==> src/rtl/trace_buffer_if.sv <==
// trace_buffer_if: producer strobe and drain valid/ready handshake for trace_buffer
interface trace_buffer_if #(
  parameter type data_t = logic [63:0],
  parameter int SEQ_WIDTH = 16
);
  logic trace_data_ready;
  data_t trace_data_i;
  logic out_valid;
  logic out_ready;
  data_t out_data;
  logic [SEQ_WIDTH-1:0] out_seq;
  modport master (output trace_data_ready, trace_data_i, out_ready, input out_valid, out_data, out_seq);
  modport slave (input trace_data_ready, trace_data_i, out_ready, output out_valid, out_data, out_seq);
endinterface

==> src/rtl/trace_buffer.sv <==
// trace_buffer: elastic record buffer with sequence tags and overflow statistics
module trace_buffer #(
  parameter int DEPTH = 8,
  parameter int SEQ_WIDTH = 16,
  parameter int DROP_WIDTH = 16,
  parameter type data_t = logic [63:0]
) (
  input  logic clk,
  input  logic rst,
  trace_buffer_if.slave bus,
  input  logic clear_stats,
  output logic [$clog2(DEPTH+1)-1:0] count,
  output logic [$clog2(DEPTH+1)-1:0] high_water,
  output logic overflow,
  output logic [DROP_WIDTH-1:0] drop_count
);
  localparam int AW = $clog2(DEPTH);
  localparam int CW = $clog2(DEPTH+1);
  localparam logic [CW-1:0] FULL = CW'(DEPTH);
  data_t mem [DEPTH];
  logic [SEQ_WIDTH-1:0] seq_mem [DEPTH];
  logic [AW-1:0] wr_ptr, rd_ptr;
  logic [SEQ_WIDTH-1:0] seq;
  logic pop, push, drop;
  logic [CW-1:0] next_count, hw_base;
  assign pop = bus.out_valid && bus.out_ready;
  // a pop frees the slot in the same cycle, so push at full is lossless
  assign push = bus.trace_data_ready && (count != FULL || pop);
  assign drop = bus.trace_data_ready && !push;
  assign next_count = count + CW'(push) - CW'(pop);
  assign hw_base = clear_stats ? '0 : high_water;
  assign bus.out_valid = count != '0;
  assign bus.out_data = bus.out_valid ? mem[rd_ptr] : '0;
  assign bus.out_seq = bus.out_valid ? seq_mem[rd_ptr] : '0;
  always_ff @(posedge clk) begin
    if (push) begin
      mem[wr_ptr] <= bus.trace_data_i;
      seq_mem[wr_ptr] <= seq;
    end
  end
  always_ff @(posedge clk) begin
    if (rst) begin
      wr_ptr <= '0;
      rd_ptr <= '0;
      seq <= '0;
      count <= '0;
      high_water <= '0;
      overflow <= 1'b0;
      drop_count <= '0;
    end else begin
      wr_ptr <= wr_ptr + AW'(push);
      rd_ptr <= rd_ptr + AW'(pop);
      seq <= seq + SEQ_WIDTH'(bus.trace_data_ready);
      count <= next_count;
      high_water <= next_count > hw_base ? next_count : hw_base;
      overflow <= (overflow && !clear_stats) || drop;
      drop_count <= clear_stats ? DROP_WIDTH'(drop)
                  : drop_count + DROP_WIDTH'(drop && drop_count != '1);
    end
  end
endmodule

==> src/flat_wrapper.sv <==
// flat-port wrapper written by rule: the top's interface ports become plain ports
module trace_buffer_flat 
#(
  parameter int DEPTH = 8,
  parameter int SEQ_WIDTH = 16,
  parameter int DROP_WIDTH = 16,
  parameter type data_t = logic [63:0]
)
  (clk, rst, clear_stats, count, high_water, overflow, drop_count, bus_trace_data_ready, bus_trace_data_i, bus_out_ready, bus_out_valid, bus_out_data, bus_out_seq);
  trace_buffer_if #(.data_t(data_t), .SEQ_WIDTH(SEQ_WIDTH)) bus_i ();
  input  logic clk;
  input  logic rst;
  input  logic clear_stats;
  output logic [$clog2(DEPTH+1)-1:0] count;
  output logic [$clog2(DEPTH+1)-1:0] high_water;
  output logic overflow;
  output logic [DROP_WIDTH-1:0] drop_count;
  input wire logic [$bits(bus_i.trace_data_ready)-1:0] bus_trace_data_ready;
  input wire logic [$bits(bus_i.trace_data_i)-1:0] bus_trace_data_i;
  input wire logic [$bits(bus_i.out_ready)-1:0] bus_out_ready;
  output wire logic [$bits(bus_i.out_valid)-1:0] bus_out_valid;
  output wire logic [$bits(bus_i.out_data)-1:0] bus_out_data;
  output wire logic [$bits(bus_i.out_seq)-1:0] bus_out_seq;
  assign bus_i.trace_data_ready = bus_trace_data_ready;
  assign bus_i.trace_data_i = bus_trace_data_i;
  assign bus_i.out_ready = bus_out_ready;
  assign bus_out_valid = bus_i.out_valid;
  assign bus_out_data = bus_i.out_data;
  assign bus_out_seq = bus_i.out_seq;
  trace_buffer #(.DEPTH(DEPTH), .SEQ_WIDTH(SEQ_WIDTH), .DROP_WIDTH(DROP_WIDTH), .data_t(data_t)) u_core (.clk(clk), .rst(rst), .bus(bus_i), .clear_stats(clear_stats), .count(count), .high_water(high_water), .overflow(overflow), .drop_count(drop_count));
endmodule
==> config.mk <==
export PLATFORM = sky130hd
export DESIGN_NAME = trace_buffer_flat
export DESIGN_NICKNAME = d
export VERILOG_FILES = /design/src/rtl/trace_buffer_if.sv /design/src/rtl/trace_buffer.sv /design/src/flat_wrapper.sv
export SDC_FILE = /design/constraint.sdc
export NUM_CORES = 1
export LEC_CHECK = 0
export CAP_MARGIN = 15
export CORE_ASPECT_RATIO = 2
export CORE_UTILIZATION = 68
export DETAILED_ROUTE_END_ITERATION = 7
export DONT_BUFFER_PORTS = 1
export PLACE_DENSITY = 0.88
export REMOVE_ABC_BUFFERS = 1
export SYNTH_ARGS = -nofsm -noshare
export SYNTH_HDL_FRONTEND = slang
export SYNTH_SLANG_ARGS = --single-unit
==> constraint.sdc <==
create_clock -name clk -period 17.7 [get_ports clk]
set_input_delay 2.655 -clock clk [delete_from_list [all_inputs] [get_ports clk]]
set_output_delay 2.655 -clock clk [all_outputs]
set_load 0.01 [all_outputs]
== Word level (Yosys, flattened, before mapping) ==
Memories as Yosys holds them, arrays and structs flattened. A register that Yosys moved wholly into a read port is not among the register bits.
Index checks and enable logic that the tools add are counted.
Cells by class
  add/subtract/negate cells: 6
  $lt $le $gt $ge: 1
  equality and inequality tests: 2
  muxes and demuxes: 9
  reductions and logical operators: 11
Operator list (count)
  64-bit 2-to-1 mux: 1
  16-bit by 1-bit adder with 16-bit output: 2
  16-bit 2-to-1 mux: 1
  16-bit != test, second input constant: 1
  4-bit 2-to-1 mux: 2
  3-bit by 1-bit adder with 3-bit output: 2
  3-bit 2-to-1 mux: 2
  1-bit logical AND: 5
  4-bit by 1-bit adder with 4-bit output: 1
  4-bit > comparator: 1
  4-bit != test, second input constant: 1
  4-bit nonzero test: 1
  4-bit by 1-bit subtractor with 4-bit output: 1
  1-bit 2-to-1 mux: 3
  1-bit logical NOT: 2
  1-bit logical OR: 2
  2-bit OR reduction: 1
Storage, ports and cells
  flip-flop bits (word level): 47
  memory bits (writable): 640
  output and inout bits: 106
  logic and storage cells: 39
  memories kept: 2
Memories
  u_core.mem: depth 8, bits a word 64, rd ports 1, clocked after Yosys merged registers in 1, wr ports 1, line trace_buffer.sv:20  | data_t mem [DEPTH];
  u_core.seq_mem: depth 8, bits a word 16, rd ports 1, clocked after Yosys merged registers in 1, wr ports 1, line trace_buffer.sv:21  | logic [SEQ_WIDTH-1:0] seq_mem [DEPTH];

== Longest topological paths before layout ==
  depth in word-level cells: 9
  depth in mapped cells: 16

== Worst setup path before layout ==
Ideal clock, no wire load.
  path kind: in2reg
  start: input port bus_out_ready
  end: memory u_core.mem[0][0] (netlist bit) (enable)
  setup time: 0.617 ns
  arrival: 8.581 ns
  required time: 17.083 ns
  slack: 8.502 ns
  stages on the path: 4
  path through: nand2b_1 a31oi_1 nand2b_1 nor3_1
On the way
  cells in the longest elaborated chain, start to end: 5
RTL lines
  start: declaration: line flat_wrapper.sv:20  | input wire logic [$bits(bus_i.out_ready)-1:0] bus_out_ready;
  1-bit logical AND: line trace_buffer.sv:26  | assign pop = bus.out_valid && bus.out_ready;
  1-bit logical OR: line trace_buffer.sv:28  | assign push = bus.trace_data_ready && (count != FULL || pop);
  1-bit logical AND: line trace_buffer.sv:28
  1-bit 2-to-1 mux: line trace_buffer.sv:36  | if (push) begin
  1-bit 2-to-1 mux (not written as such): line trace_buffer.sv:37  | mem[wr_ptr] <= bus.trace_data_i;
  end: declaration: line trace_buffer.sv:20
Every way passes these cells.

==> results.yml <==
outcome:
  status: "complete, no violations"
detailed_routing:
  detail-route-antenna-nets: 0
  drt_iter0_markers: 1078
  totalWireLength_mm: 53.0
  drt_first_pass_iters: 5
  num_vias: 12200
  wire_per_inst_um: 28.6
  drt-vias-per-instance: 6.58
  drc: 0
synthesis:
  netlist_area_mm2: 0.0266
  syn-instance-count: 1276
  yosys-top-cells-area: "edfxtp_1 (72%), mux4_2 (14%), dfxtp_1 (3.5%), mux2i_1 (3.0%), nor2_1 (1.7%)"
  yosys.area_share.simple_pct: 3.43
  synthAdderAreaFrac_pct: 0.828
  synth_top_family_by_area: "multiplexers"
  seq_area_frac_synth_pct: 75.8
  yosys.area.top_type: "edfxtp_1"
  synthArstFlopShare_pct: 0
  synth_cell_types: 39
  synth_top_cells_by_count: "edfxtp_1 (640), mux4_2 (160), nor2_1 (122)"
  synth_xor_area_share_pct: 0.922
  synth.area.mux_share_pct: 16.8
  synth_edf_count: 640
  yosysMostFrequentCell: "edfxtp_1"
  synth_top_area_share_pct: 72.2
  avgSynthCellArea_um2: 20.8
  synthFlopType: "edfxtp_1"
  yosysWarningCount: 0
  synth-seq-cells: 687
  synth_compound_area_share_pct: 0.447
sta:
  tightestPinTransition_ns: 1.08
  period_minus_slack_ns: 6.12
  setup_viol: 0
  fmax_mhz: 163
  period_share_pct: 34.6
  slew_headroom_pct: 27.9
  finalClockSkew_ns: 0.0346
  worst_hold_slack_ns: 0.519
  rsz0062_at_grt: "false"
  tns_ns: 0
  finalMaxSlewViolations: 0
  hold_viol_final: 0
layout:
  diodes: 0
  nFillCells: 2067
  layout.nets: 1378
  layout-drive-gt1-share_pct: 20.4
  area_growth_pct: 7.60
  final_area_mm2: 0.0286
cts:
  cts_made_buffers: 51
  cts-resized-gates: 0
  cts.sinks: 687
  path_clk_slew_ns: 0.06
  clockBufferDepth: 3
  clock_latency_ns: 0.60
  cts_tree: "done"
  cts-root-buf: "clkbuf_16"
  post_cts.repair.setup_buffers: 0
  h-tree-depth: 2
  postCtsHoldBufs: 0
setup_path:
  cpMaxStageDelayCell: "dfxtp_4"
  path_cells: "buf_4 -> mux4_2 -> mux2i_1 -> nor2_1"
  startpoint_type: "register"
  crit_required_ns: 15.05
  crit_arrival_ns: 3.47
  cp_max_fo: 50
  cpPeakStageDelay_ns: 0.93
  critPathKind: "register to output port"
  crit_path_end_kind: "output port"
power_and_ir_drop:
  peakVddDrop_mv: 0.149
  leakage_nw: 8.69
  powerDensity_mw_per_mm2: 135
  finalPower_mw: 3.86
floorplan:
  rows: 102
  die_area_mm2: 0.0400
  ios: 175
  start_util_pct: 68.8
  fp.dieH_um: 282
  core_area_mm2: 0.0387
  die_x_um: 142
placement:
  gp_congestion: 0.726
  placedInstanceArea_mm2: 0.0271
  dp_hpwl_mm: 27.1
  numPortBuffers: 0
global_routing:
  antenna_found_initial: 0
  grt_pass1_vias: 13000
  gr-usage-all-layers_pct: 27.5
  overflow: 0
  grt_pass1_wl_mm: 78.6
  grt_max_degree: 82
flow_run:
  maxCapViolCount: 0
hold_path:
  worst_hold_path_type: "register to register"
==> worst max-delay path, delay by kind of cell, from the launching register on <==
kind                   cells  cell delay [ns]
multiplexers               2             0.89
buffers and inverters      1             0.90
flip-flops                 1             0.93
AND/OR/NAND/NOR            1             0.14
==> routing by layer <==
metal / GRT usage, % / wire (um) / vias to the layer above
li1: - / - / 5154
met1: 33.1 / 18700 / 6359
met2: 49.0 / 28900 / 572
met3: 5.64 / 3800 / 91
met4: 9.90 / 1510 / 0
met5: 0 / 0 / -
==> power breakdown <==
part | total [mW] | internal, mW | switching, mW
logic | 0.816 | 0.350 | 0.467
registers | 1.94 | 1.87 | 0.0663
clock network | 1.10 | 0.575 | 0.529
total | 3.86 | 2.80 | 1.06
==> worst paths after layout <==
path	start	end	slack, ns	cells past startpoint
worst max-delay path	u_core.rd_ptr[0]	bus_out_data[38]	11.58	4
worst min-delay path	u_core.overflow	u_core.overflow	0.52	2
worst max register to register	u_core.count[1]	u_core.high_water[2]	13.19	15
worst min register to register	u_core.overflow	u_core.overflow	0.52	2
==> cells in the final DEF, fill, tap and decap left out, types with 3 or more instances in the layout <==
cell type	instances
nor2_4	6
dfxtp_1	44
nand2b_1	8
or3_1	4
nor2_1	116
o21ai_0	4
nand4_1	7
dfxtp_4	3
a21oi_1	6
edfxtp_1	640
xor2_1	6
mux2_2	4
a21o_1	3
nand2_1	12
and2_1	3
clkbuf_16	52
clkinv_1	9
clkbuf_1	13
buf_4	21
inv_1	20
ha_1	16
clkinv_2	11
mux4_2	160
mux2i_1	81
xnor2_1	22
nor2b_1	7
nor3_1	8
nand3_1	12
nor4_1	9
==> layout make-up <==
type                       instances  area [um2]  area share (%)
tap                              520         651            2.27
inverter                          20        75.1           0.262
clock buffer                      66        1360            4.76
sequential                       687       20200            70.5
timing repair buffer              21         158           0.551
clock inverter                    26         190           0.664
multi-input combinational        511        6010            21.0
==> sequential cells by signal, summed over array words and instances, names as in the netlist <==
register	cells
u_core.rd_ptr	3
u_core.overflow	1
u_core.seq	16
u_core.drop_count	16
u_core.wr_ptr	3
u_core.count	4
u_core.high_water	4
u_core.mem	512
u_core.seq_mem	128
==> stage by stage <==
| step | util (%) | worst slack [ns] | instances |
|---|---|---|---|
| floorplan | - | 7.41 | 1218 |
| global placement | 70.0 | 12.05 | 1759 |
| detailed placement | 70.0 | 12.04 | 1759 |
| CTS | 74.0 | 11.41 | 1851 |
| global route | 74.0 | 11.26 | 1851 |
| finish | 74.0 | 11.58 | 1851 |
==> logic make-up (layout without fill, tap and decap cells) <==
| group | after synthesis | after routing |
|---|---|---|
| AO/OA/AOI/OAI | 19 | 19 |
| XOR/XNOR | 28 | 28 |
| adder cells (fa/ha/maj) | 17 | 17 |
| buffers and inverters | 78 | 133 |
| flip-flops | 687 | 687 |
| multiplexers | 245 | 245 |
| AND/OR/NAND/NOR | 202 | 202 |
Note: power is estimated with default switching activity, not from simulation.
